File: config.mk
export PLATFORM = sky130hd
export DESIGN_NAME = cache_pmem_arbiter
export DESIGN_NICKNAME = d
export VERILOG_FILES = /design/src/rtl/lc3b_types.sv /design/src/rtl/cache_pmem_arbiter.sv
export SDC_FILE = /design/constraint.sdc
export NUM_CORES = 1
export LEC_CHECK = 0
export ABC_AREA = 1
export BUFFER_PORTS_ARGS = -buffer_cell sky130_fd_sc_hd__buf_4
export CORE_AREA = 5 5 268 270
export CTS_CLUSTER_DIAMETER = 40
export DETAILED_ROUTE_END_ITERATION = 10
export DIE_AREA = 0 0 273 275
export PLACE_DENSITY = 0.32
export SETUP_SLACK_MARGIN = 0.15
export SYNTH_ARGS = -nofsm -noshare
export SYNTH_HDL_FRONTEND = slang
export SYNTH_SLANG_ARGS = --single-unit
File: constraint.sdc
create_clock -name clk -period 1.3 [get_ports clk]
set_input_delay 0.13 -clock clk [delete_from_list [all_inputs] [get_ports clk]]
set_output_delay 0.13 -clock clk [all_outputs]
set_load 0.005 [all_outputs]
File: src/rtl/lc3b_types.sv
// Shared LC-3b type definitions: datapath words, cache lines and the
// enums used by the physical-memory arbiter.
package lc3b_types;

  typedef logic [15:0]  lc3b_word;
  typedef logic [127:0] lc3b_line;

  typedef enum logic [1:0] {
    IDLE,
    SERVE_I,
    SERVE_D,
    RELEASE
  } arb_state_t;

  typedef enum logic {
    GRANT_I,
    GRANT_D
  } grant_t;

endpackage

File: src/rtl/cache_pmem_arbiter.sv
// Shares the single physical-memory port between the I-cache and D-cache,
// one registered grant at a time with round-robin tie breaking.
module cache_pmem_arbiter
  import lc3b_types::*;
#(
  parameter int LINE_WIDTH = 128,
  parameter int ADDR_WIDTH = 16
) (
  input  logic                  clk,
  input  logic                  reset_n,

  input  logic                  i_pmem_read,
  input  logic [ADDR_WIDTH-1:0] i_pmem_address,
  output logic [LINE_WIDTH-1:0] i_pmem_rdata,
  output logic                  i_pmem_resp,

  input  logic                  d_pmem_read,
  input  logic                  d_pmem_write,
  input  logic [ADDR_WIDTH-1:0] d_pmem_address,
  input  logic [LINE_WIDTH-1:0] d_pmem_wdata,
  output logic [LINE_WIDTH-1:0] d_pmem_rdata,
  output logic                  d_pmem_resp,

  output logic                  pmem_read,
  output logic                  pmem_write,
  output logic [ADDR_WIDTH-1:0] pmem_address,
  output logic [LINE_WIDTH-1:0] pmem_wdata,
  input  logic [LINE_WIDTH-1:0] pmem_rdata,
  input  logic                  pmem_resp
);

  arb_state_t state;
  grant_t     last_grant;
  logic       op_write;

  logic i_req;
  logic d_req;
  logic pick_d;
  logic serving_i;
  logic serving_d;

  assign i_req  = i_pmem_read;
  assign d_req  = d_pmem_read | d_pmem_write;
  // D wins when alone, or on a tie when I was the last one served.
  assign pick_d = d_req && (!i_req || (last_grant == GRANT_I));

  always_ff @(posedge clk or negedge reset_n) begin
    if (!reset_n) begin
      state        <= IDLE;
      last_grant   <= GRANT_I;
      pmem_address <= '0;
      pmem_wdata   <= '0;
      op_write     <= 1'b0;
    end else begin
      case (state)
        IDLE: begin
          if (pick_d) begin
            state        <= SERVE_D;
            last_grant   <= GRANT_D;
            pmem_address <= d_pmem_address;
            pmem_wdata   <= d_pmem_wdata;
            // A simultaneous read+write is treated as a write-back.
            op_write     <= d_pmem_write;
          end else if (i_req) begin
            state        <= SERVE_I;
            last_grant   <= GRANT_I;
            pmem_address <= i_pmem_address;
            pmem_wdata   <= '0;
            op_write     <= 1'b0;
          end
        end
        SERVE_I, SERVE_D: begin
          if (pmem_resp) begin
            state <= RELEASE;
          end
        end
        RELEASE: state <= IDLE;
        default: state <= IDLE;
      endcase
    end
  end

  assign serving_i = (state == SERVE_I);
  assign serving_d = (state == SERVE_D);

  assign pmem_read  = (serving_i | serving_d) & ~op_write;
  assign pmem_write = serving_d & op_write;

  // Responses are steered only to the current winner; memory responses
  // arriving outside a grant never reach either cache.
  assign i_pmem_resp  = serving_i & pmem_resp;
  assign d_pmem_resp  = serving_d & pmem_resp;
  assign i_pmem_rdata = serving_i ? pmem_rdata : '0;
  assign d_pmem_rdata = serving_d ? pmem_rdata : '0;

endmodule

---- Word-level counts from Yosys, hierarchy flattened ----
Index checks and enable logic that the tools add are counted.
cells by class
  equal/unequal tests ..................... 5
  muxes and demuxes ....................... 13
  bitwise gates (word level) .............. 8
  reduce and logical (&&, ||, !) cells .... 8
operators with widths
  kind                number
  $mux 128            4
  $mux 16             2
  $mux 2              3
  $pmux 2 s3          1
  $and 1x1->1         4
  $eq 2x2->1 const B  2
  $reduce_and 2->1    2
  $mux 1              3
  $ne 3x3->1 const B  1
  $eq 2x1->1 const B  1
  $logic_not 2->1     1
  $ne 2x2->1 const B  1
  $not 1->1           2
  $or 1x1->1          2
  $reduce_bool 2->1   1
  $reduce_or 2->1     1
  $logic_and 1x1->1   1
  $logic_not 1->1     1
  $logic_or 1x1->1    1
word-level totals
  register bits after elaboration ......... 148
  output and inout bits ................... 404
  logic and storage cells ................. 39

---- Depth between registers and ports, before layout ----
Gate-level depths: netlist of the first run.
  depth in word-level cells ............... 5
  depth in mapped cells ................... 8

---- Least setup slack after synthesis of the first run ----
No wires, ideal clock.
  kind .................................... reg2out
  start ................................... register state[0]
  end ..................................... output d_pmem_rdata[100]
  arrival ................................. 1.330 ns
  setup slack ............................. -0.160 ns
  cell stages (with the launch flop) ...... 7
  path through ............................ dfrtp_1 > inv_1 > ha_1 > clkbuf_1 > clkbuf_1 > nand2_1 > inv_1
between the ends
  longest elaborated chain between the ends .. 2
RTL lines
  item                    line                      source
  from (decl)             cache_pmem_arbiter.sv:32  arb_state_t state;
  from (signal assigned)  cache_pmem_arbiter.sv:49  state <= IDLE;
  from (signal assigned)  cache_pmem_arbiter.sv:58  state <= SERVE_D;
  from (signal assigned)  cache_pmem_arbiter.sv:65  state <= SERVE_I;
  $eq 2x2->1              cache_pmem_arbiter.sv:84  assign serving_d = (state == SERVE_D);
  $mux 128                cache_pmem_arbiter.sv:94  assign d_pmem_rdata = serving_d ? pmem_rdata : '0;
  to (decl)               cache_pmem_arbiter.sv:21  output logic [LINE_WIDTH-1:0] d_pmem_rdata,
Every way passes these cells.

---- Worst setup path in the final report of the first run ----
  start ................................... register state[1]
  end ..................................... output i_pmem_rdata[83]
between the ends
  longest elaborated chain between the ends .. 2
RTL lines
  item        line                      source
  $eq 2x1->1  cache_pmem_arbiter.sv:83  assign serving_i = (state == SERVE_I);
  $mux 128    cache_pmem_arbiter.sv:93  assign i_pmem_rdata = serving_i ? pmem_rdata : '0;
  to (decl)   cache_pmem_arbiter.sv:14  output logic [LINE_WIDTH-1:0] i_pmem_rdata,
Every way passes these cells.

==> metrics.md, run 1 <==
| Metric | Value |
|---|---|
| Finished Layout Cells | `3114` |
| Die Span X | `273 um` |
| Least-Margin Pin Slew | `0.4148 ns` |
| Clock period minus worst slack | `1.902 ns` |
| Worst hold path cell count | `4` |
| Die height | `275 um` |
| Final core occ | `0.2794` |
| Critical Path AT | `1.77 ns` |
| Syn nets | `1559` |
| Clock latency on the worst-skew pair | `0.45 ns` |
| Power share of the sequential group | `0.205` |
| Placed Instances | `2876` |
| Inserted Clock Buffers | `17` |
| Comb power frac | `0.668` |
| Syn avg cell area | `6.664 um^2` |
| Commonest cells post-synth | `nand2_1 (576), inv_1 (280), dfrtp_1 (148)` |
| Count leader, synth | `nand2_1` |
| Worst Hold Class | `input port to register` |
| Synth warn | `0` |
| # port buffers | `697` |
| Switching Power | `15.64 mW` |
| Fin nets | `2450` |
| Total grt overflow | `0` |
| Worst Reg-to-Reg Cells | `7` |
| Num rows | `97` |
| Area grow syn2layout | `130.4%` |
| Post-synth EDFFs | `0` |
| Achievable Freq | `525.7 MHz` |
| Clock-pin slew on the worst setup and hold paths | `0.06 ns` |
| Critical Path Start | `state[1]$_DFFE_PN0P_` |
| WS Path Type | `register to output port` |
| Failing checks | `negative setup slack` |
| Top FF cell, synth | `dfrtp_1` |
| Top area cells in the synthesized netlist | `dfrtp_1 (44%), nand2_1 (26%), inv_1 (13%)` |
| Share of the synthesized area in the top cell type | `0.4407` |
| FF+latch area | `3704 um^2` |
| Async set-or-reset flop fraction in the synthesized netlist | `1.000` |
| Final hold vios | `0` |
| Yosys cell types | `20` |
| Initial antenna violation count | `37` |
| Startpoint types | `register` |
| CTS tree | `yes` |
| Antenna Nets Post-Route | `0` |
| Routed len/inst | `20.91 um` |
| Max-cap violations | `0` |
| Initial Util | `0.1213` |
| Final Cycle Share | `1.463` |
| Clk root buf | `clkbuf_16` |
| RSZ-0062 raised after global routing | `yes` |
| Total design power | `37.17 mW` |
| Final wirelength | `65130 um` |
| Gpl congestion | `0.8838` |
| Mapped Area | `8403 um^2` |
| Slew headroom | `0.7235` |
| Area of the multi-input gates | `4063 um^2` |
| Seq/Total Area, Yosys | `0.4407` |
| Fillers | `7679` |
| I/O Pins | `698` |
| H-tree Lvls | `4` |
| Tot GR Track Use | `0.1580` |
| FF+latch count, synth | `148` |
| Place WS | `-0.2420 ns` |
| Reg2Reg Capture Point | `pmem_wdata[3]$_DFFE_PN0P_` |
| CP Capture Type | `output port` |
| Clock power frac | `0.127` |
| Area leader, netlist | `dfrtp_1` |
| Final Max Tran Viols | `0` |
| Initial DRC Count | `514` |
| Post-DP HPWL | `51590 um` |
| Reg2reg setup slack | `-0.30 ns` |
| Vias in the first global route | `11674` |
| Core ar. | `69300 um^2` |
| Worst hold margin | `0.05722 ns` |
| Drt first pass iters | `4` |
| Crit Reg-Reg Startpoint | `state[1]$_DFFE_PN0P_` |
| Critical path fanouts, max | `7` |
| Die area | `75080 um^2` |
| Routed vias | `11340` |
| Hold endpoint | `pmem_address[3]$_DFFE_PN0P_` |
| Share of layout cells above drive strength 1 | `0.5055` |
| Final Skew | `0.009399 ns` |
| First-pass GRT wire length | `86150 um` |
| DRC Markers | `0` |
| PwrDens | `1920 nW/um^2` |
| Vias per cell | `3.642` |
| Clk sinks | `148` |
| Largest net degree at the start of global routing | `50` |
| Peak supply drop | `1254 uV` |
| Status | `finished with violations` |
| Post-Syn Instances | `1261` |
| Lkg Pwr | `11.78 nW` |
| Worst EP required | `1.17 ns` |
| Switching Share | `0.4208` |
| Hold path startpoint | `d_pmem_address[3]` |
| Worst Slack Setup Final | `-0.6023 ns` |
| CTS max path bufs | `2` |
| Pint | `21.53 mW` |
| Final Setup Violations | `408` |
==> state kept, by name (all words and copies together), names as in the netlist <==
signal,count
op_write,1
pmem_address,16
pmem_wdata,128
last_grant,1
state,2
==> worst max-delay path, cell delays in order, from the launching register on <==
cell and delay (ns):
dfrtp_1 0.40, inv_2 0.09, ha_4 0.25, buf_12 0.17, clkbuf_16 0.16, nand2_1 0.05, inv_1 0.06, buf_6 0.13
==> cells in the final DEF, fill, tap and decap left out, drive strengths merged, types with 2 or more instances in the layout <==
master         n
ha             4
dfrtp        148
nand3        147
nor2           2
clkbuf        31
clkinv         2
o21ai          3
inv          287
or2            2
clkinvlp       6
buf          775
diode         10
dlygate4sd3  161
nand2        578
nand3b        16
==> worst max-delay path by stage <==
stage	end	slack, ns	depth (start not counted)
after floorplan	pmem_wdata[78]$_DFFE_PN0P_	-0.02	8
after global placement	pmem_address[3]$_DFFE_PN0P_	-0.23	6
after detailed placement	pmem_address[3]$_DFFE_PN0P_	-0.24	6
after CTS	d_pmem_rdata[96]	-0.69	6
after global routing	i_pmem_rdata[94]	-0.68	7
final	i_pmem_rdata[83]	-0.60	7
==> area by class of cell <==
type                    instances  area share
clock inverters                12    0.005040
repair buffers                949      0.4540
clock buffers                  19     0.02288
multi-input cells             753      0.2098
inverters                     283     0.05499
flip-flops and latches        148      0.1913
well taps                     940     0.06074
diodes                         10    0.001292
==> routing by layer <==
metal / track usage / vias up / wire length [um]
met5: 0 / - / 69
met3: 0.05311 / 111 / 5228
met2: 0.3077 / 484 / 35180
li1: - / 5434 / -
met1: 0.1572 / 5299 / 22000
met4: 0.05124 / 12 / 2644
==> per-stage QoR <==
stage / TNS [ns] / instance area (um^2)
finish: -176.23 / 19360
global route: -214.12 / 19360
CTS: -199.54 / 17700
detailed placement: -43.23 / 15230
global placement: -40.45 / 15230
floorplan: -1.198 / 8552
==> logic make-up after synthesis <==
| logic type | count (synthesis) | share of synthesized area |
|---|---|---|
| AOI/OAI and AO/OA | 4 | 0.004467 |
| buffers and inverters | 360 | 0.1739 |
| adders and majority gates | 4 | 0.005956 |
| DFF | 148 | 0.4407 |
| and+or+nand+nor | 745 | 0.3749 |
==> power by group through the flow <==
| stage | sequential [mW] | combinational, mW | clock, mW |
|---|---|---|---|
| after global routing | 7.87 | 26.9 | 5.13 |
| after global placement | 7.67 | 19.7 | 0 |
| final | 7.62 | 24.8 | 4.71 |
| after CTS | 7.64 | 21.2 | 5.02 |
| after floorplan | 7.69 | 7.72 | 0 |
| after detailed placement | 7.66 | 19.7 | 0 |
==> what timing repair did <==
item	CTS	global route
hold buffers	161	0
cloned	5	17
buffers inserted	9	6
gates resized for setup	33	443
endpoints found under the setup margin	544	520
pin swaps	0	37
hold endpoints to repair	293	0
(Power assumes the default switching activity.)
==> run 2: changes to the inputs <==
Settings changed: GPL_TIMING_DRIVEN set to 0.
==> metrics.md, run 2 (synthesized netlist as in run 1, its figures left out) <==
| Metric | Value |
|---|---|
| Slew headroom | `0.6354` |
| Fin nets | `2462` |
| Die height | `275 um` |
| Drt first pass iters | `5` |
| Die area | `75080 um^2` |
| Most flops, register | `pmem_wdata` |
| Worst Slack Setup Final | `-0.6276 ns` |
| Initial DRC Count | `398` |
| Biggest regs | `pmem_wdata (128), pmem_address (16), state (2)` |
| WS Path Type | `register to output port` |
| Worst Reg-to-Reg Cells | `10` |
| Vias in the first global route | `12145` |
| Worst stage delay on the critical path | `0.40 ns` |
| Top Family by Delay on Critical Path | `buffers and inverters` |
| Gpl congestion | `0.9088` |
| Final Skew | `0.01284 ns` |
| Tot GR Track Use | `0.1680` |
| Final Cycle Share | `1.483` |
| Lkg Pwr | `11.91 nW` |
| Peak supply drop | `909.6 uV` |
| Vias per cell | `3.625` |
| Worst hold margin | `-0.3591 ns` |
| Most common cell after layout, fill and taps aside | `buf_4` |
| Inserted Clock Buffers | `17` |
| I/O Pins | `698` |
| Initial Util | `0.1213` |
| Clock period minus worst slack | `1.928 ns` |
| Clock-pin slew on the worst setup and hold paths | `0.07 ns` |
| Worst EP required | `1.17 ns` |
| Achievable Freq | `518.8 MHz` |
| Final core occ | `0.2820` |
| PwrDens | `1963 nW/um^2` |
| Largest net degree at the start of global routing | `86` |
| Critical path fanouts, max | `6` |
| Final Setup Violations | `408` |
| Num rows | `97` |
| Antenna Nets Post-Route | `0` |
| Clk sinks | `148` |
| Clock latency on the worst-skew pair | `0.45 ns` |
| Die Span X | `273 um` |
| # port buffers | `697` |
| CTS max path bufs | `2` |
| Post-DP HPWL | `55730 um` |
| Core ar. | `69300 um^2` |
| Reg2Reg Capture Point | `pmem_wdata[97]$_DFFE_PN0P_` |
| Critical Path AT | `1.80 ns` |
| Startpoint types | `register` |
| CP Buf/Inv Count | `6` |
| Failing checks | `negative hold slack, negative setup slack` |
| CTS tree | `yes` |
| CP max-delay cell | `dfrtp_1` |
| Worst Hold Class | `input port to asynchronous set/reset pin` |
| Final hold vios | `63` |
| DRC Markers | `0` |
| Placed Instances | `2899` |
| CP Capture Type | `output port` |
| Routed vias | `11394` |
| Crit Reg-Reg Startpoint | `state[0]$_DFFE_PN0P_` |
| Clk root buf | `clkbuf_16` |
| Max-cap violations | `0` |
| Worst-path cell chain | `inv_2, ha_4, buf_12, clkbuf_16, clkbuf_16, nand2_4, inv_2, buf_6` |
| Least-Margin Pin Slew | `0.5469 ns` |
| Total grt overflow | `0` |
| Reg2reg setup slack | `-0.45 ns` |
| Finished Layout Cells | `3143` |
| RSZ-0062 raised after global routing | `yes` |
| Initial antenna violation count | `44` |
| Area grow syn2layout | `132.6%` |
| Final Max Tran Viols | `0` |
| Routed len/inst | `21.45 um` |
| Max reg flops | `128` |
| H-tree Lvls | `4` |
| First-pass GRT wire length | `90190 um` |
| Share of layout cells above drive strength 1 | `0.5106` |
| Final wirelength | `67420 um` |
| Status | `finished with violations` |
| Most frequent cells in the layout | `buf_4 (585), nand2_1 (458), inv_1 (160), dlygate4sd3_1 (154), dfrtp_1 (147)` |
==> run 2: worst max path at each step <==
stage | start | to | slack [ns] | cells after the start
after floorplan | state[1]$_DFFE_PN0P_ | pmem_wdata[78]$_DFFE_PN0P_ | -0.02 | 8
after global placement | reset_n | pmem_address[9]$_DFFE_PN0P_ | -0.97 | 1
after detailed placement | last_grant$_DFFE_PN0P_ | pmem_wdata[119]$_DFFE_PN0P_ | -0.83 | 6
after CTS | state[0]$_DFFE_PN0P_ | i_pmem_rdata[63] | -0.69 | 7
after global routing | state[0]$_DFFE_PN0P_ | d_pmem_rdata[38] | -0.74 | 8
final | state[0]$_DFFE_PN0P_ | d_pmem_rdata[38] | -0.63 | 8
==> run 2: cell type report <==
cell class | count | area (um^2)
fill | 7641 | 49760
timing repair buffer | 884 | 7848
multi-input combinational | 753 | 4128
sequential | 148 | 3705
tap | 940 | 1176
inverter | 283 | 1075
buffer | 77 | 935.9
clock buffer | 20 | 456.7
clock inverter | 11 | 151.4
antenna | 27 | 67.56
==> run 2: what timing repair did <==
| action | CTS | global route |
|---|---|---|
| resized for setup | 337 | 243 |
| gates cloned | 13 | 8 |
| pin swaps | 5 | 19 |
| buffers inserted | 6 | 5 |
| setup endpoints to repair | 434 | 495 |
| endpoints found under the hold margin | 205 | 64 |
| hold buffers | 153 | 1 |
==> run 2: routing by layer <==
layer,GRT usage,vias to the layer above,wire length [um]
met4,0.1001,14,4329
li1,-,5472,-
met1,0.1537,5313,21620
met5,0,-,79
met3,0.06323,111,5680
met2,0.3161,484,35710
==> run 2: metrics by stage <==
step / setup TNS, ns / power, mW / hold WS, ns / instance area, um^2 / setup WS (ns)
after global routing: -250.96 / 41.19 / -0.3496 / 19530 / -0.7364
after floorplan: -1.198 / 15.40 / -0.1656 / 8552 / -0.02448
after detailed placement: -185.40 / 26.99 / 0.1373 / 15000 / -0.8349
after global placement: -316.18 / 26.94 / 0.3561 / 14960 / -0.9706
after CTS: -218.40 / 36.83 / -0.3649 / 18590 / -0.6868
final: -203.21 / 38.36 / -0.3591 / 19540 / -0.6276
==> run 2: worst reg2reg max path: cells and delay by family (launching register included) <==
| family | cells | cell delay (ns) |
|---|---|---|
| compound gates | 1 | 0.20 |
| fa+ha+maj | 1 | 0.15 |
| buf+inv | 6 | 0.83 |
| flops | 1 | 0.40 |
| simple gates | 2 | 0.14 |
==> run 2: report_power, final <==
part | switching [mW] | internal [mW] | total (mW)
Sequential | 1.12 | 6.52 | 7.65
Clock | 2.21 | 3.13 | 5.34
Combinational | 12.7 | 12.6 | 25.4
==> run 3: changes to the inputs <==
Settings changed: PLACE_DENSITY 0.32 to 0.31.
Clock period 1.3 ns to 2.1 ns, I/O delays scaled along.
==> metrics.md, run 3 (synthesized netlist as in run 1, its figures left out) <==
| Metric | Value |
|---|---|
| Status | `complete, no violations` |
| Num rows | `97` |
| Core ar. | `69300 um^2` |
| DRC Markers | `0` |
| Routed vias | `11100` |
| Reg2Reg Capture Point | `pmem_address[2]$_DFFE_PN0P_` |
| Worst EP required | `1.89 ns` |
| Final TNS setup | `0 ns` |
| Least-Margin Pin Slew | `0.6651 ns` |
| Reg2reg setup slack | `0.15 ns` |
| Worst-path cell chain | `inv_2, ha_4, clkbuf_16, clkbuf_16, nand2_2, inv_2, buf_6` |
| Max-cap violations | `0` |
| CP Capture Type | `output port` |
| Die Span X | `273 um` |
| Total grt overflow | `0` |
| I/O Pins | `698` |
| Fin nets | `2423` |
| Slew headroom | `0.5566` |
| Share of layout cells above drive strength 1 | `0.4238` |
| PwrDens | `1202 nW/um^2` |
| Clock latency on the worst-skew pair | `0.48 ns` |
| Worst Hold Class | `input port to register` |
| Worst Reg-to-Reg Cells | `8` |
| Total design power | `21.16 mW` |
| # port buffers | `697` |
| Antenna Nets Post-Route | `0` |
| Hold endpoint | `pmem_wdata[35]$_DFFE_PN0P_` |
| Initial DRC Count | `468` |
| Die height | `275 um` |
| Critical Path Start | `state[0]$_DFFE_PN0P_` |
| Area of the multi-input gates | `3388 um^2` |
| Initial Util | `0.1213` |
| Most frequent cells in the layout | `buf_4 (682), nand2_1 (546), inv_1 (253), dfrtp_1 (148), dlygate4sd3_1 (131)` |
| Clk sinks | `148` |
| CP max-delay cell | `dfrtp_1` |
| Drt first pass iters | `5` |
| Max reg flops | `128` |
| CTS tree | `yes` |
| Clk root buf | `clkbuf_16` |
| Largest net degree at the start of global routing | `101` |
| FF+latch area | `3704 um^2` |
| Inserted Clock Buffers | `17` |
| Vias per cell | `3.592` |
| Startpoint types | `register` |
| Gpl congestion | `0.9295` |
| Final wirelength | `64550 um` |
| Peak supply drop | `635.6 uV` |
| Most flops, register | `pmem_wdata` |
| First-pass GRT wire length | `86730 um` |
| Initial antenna violation count | `26` |
| Worst hold path cell count | `3` |
| RSZ-0062 raised after global routing | `yes` |
| Critical Path AT | `1.79 ns` |
| Die area | `75080 um^2` |
| Lkg Pwr | `11.03 nW` |
| Crit Reg-Reg Startpoint | `state[0]$_DFFE_PN0P_` |
| Clock period minus worst slack | `1.995 ns` |
| Clock-pin slew on the worst setup and hold paths | `0.07 ns` |
| Final Skew | `0.01235 ns` |
| Final hold vios | `0` |
| Final Max Tran Viols | `0` |
| Area grow syn2layout | `109.5%` |
| Biggest regs | `pmem_wdata (128), pmem_address (16), state (2)` |
| Final Cycle Share | `0.9501` |
| H-tree Lvls | `4` |
| Achievable Freq | `501.2 MHz` |
| Worst stage delay on the critical path | `0.43 ns` |
| Tot GR Track Use | `0.1615` |
| Hold path startpoint | `d_pmem_wdata[35]` |
| Routed len/inst | `20.89 um` |
| Final Setup Violations | `0` |
| Post-DP HPWL | `53860 um` |
| CTS max path bufs | `2` |
| Fillers | `7788` |
| Critical path fanouts, max | `6` |
| Vias in the first global route | `11401` |
| WS Path Type | `register to output port` |
| Most common cell after layout, fill and taps aside | `buf_4` |
run 3: changes by cell type in the layout (fill, tap and decap cells not counted), sizes merged:
cell	delta
clkinv	+3
bufinv	-1
buf	-4
diode	-15
inv	+2
clkbuf	-13
dlygate4sd3	-23
clkinvlp	-2
run 3: layer usage:
metal	wire [um]	vias to the layer above	GRT usage
met4	1613	12	0.04288
met5	75	-	0
met2	32510	491	0.2879
li1	-	5384	-
met3	6090	87	0.06942
met1	24260	5126	0.1767
run 3: through the flow:
step                worst slack (ns)  area (um^2)  cells    util  hold slack, ns
finish                        0.1048        17600   3090  0.2540         0.04490
global route                0.001809        17600   3088  0.2539         0.01232
CTS                          0.02490        17190   3069  0.2481       0.0003332
detailed placement           -0.5957        14850   2899  0.2142          0.1652
global placement             -0.5736        14810   2898  0.2137          0.4347
floorplan                     0.5597         8403   1261       -        -0.08559
run 3: how the worst max path moves through the flow:
stage	endpoint	slack (ns)	depth (start not counted)
finish	d_pmem_rdata[105]	0.10	7
global route	d_pmem_rdata[43]	0.002	7
CTS	d_pmem_rdata[101]	0.02	7
detailed placement	d_pmem_rdata[101]	-0.60	7
global placement	d_pmem_rdata[101]	-0.57	7
floorplan	d_pmem_rdata[100]	0.56	6
run 3: where the power goes:
part | leakage, nW | internal, mW | switching, mW
Clock | 0.284 | 1.77 | 1.48
Combinational | 8.85 | 6.24 | 6.94
Sequential | 1.89 | 4.03 | 0.703
run 3: area by class of cell:
cell class              count  area share
multi-input cells         753      0.1925
clock buffers              19     0.02459
inverters                 283     0.06035
repair buffers            845      0.3909
plain buffers              77     0.04421
diodes                     12    0.001706
well taps                 940     0.06681
flip-flops and latches    148      0.2104
clock inverters            13    0.008529
run 3: repair_timing:
action / CTS / global route
pin swaps: 0 / 1
gates cloned: 2 / 8
hold endpoints to repair: 177 / 0
resized for setup: 103 / 108
buffers inserted: 5 / 1
hold buffers: 131 / 0
endpoints found under the setup margin: 304 / 346
run 3: critical path: cells and delay by family (launching register included):
family	cells	cell delay, ns
buf+inv	5	0.63
flops	1	0.43
simple gates	1	0.05
fa+ha+maj	1	0.20
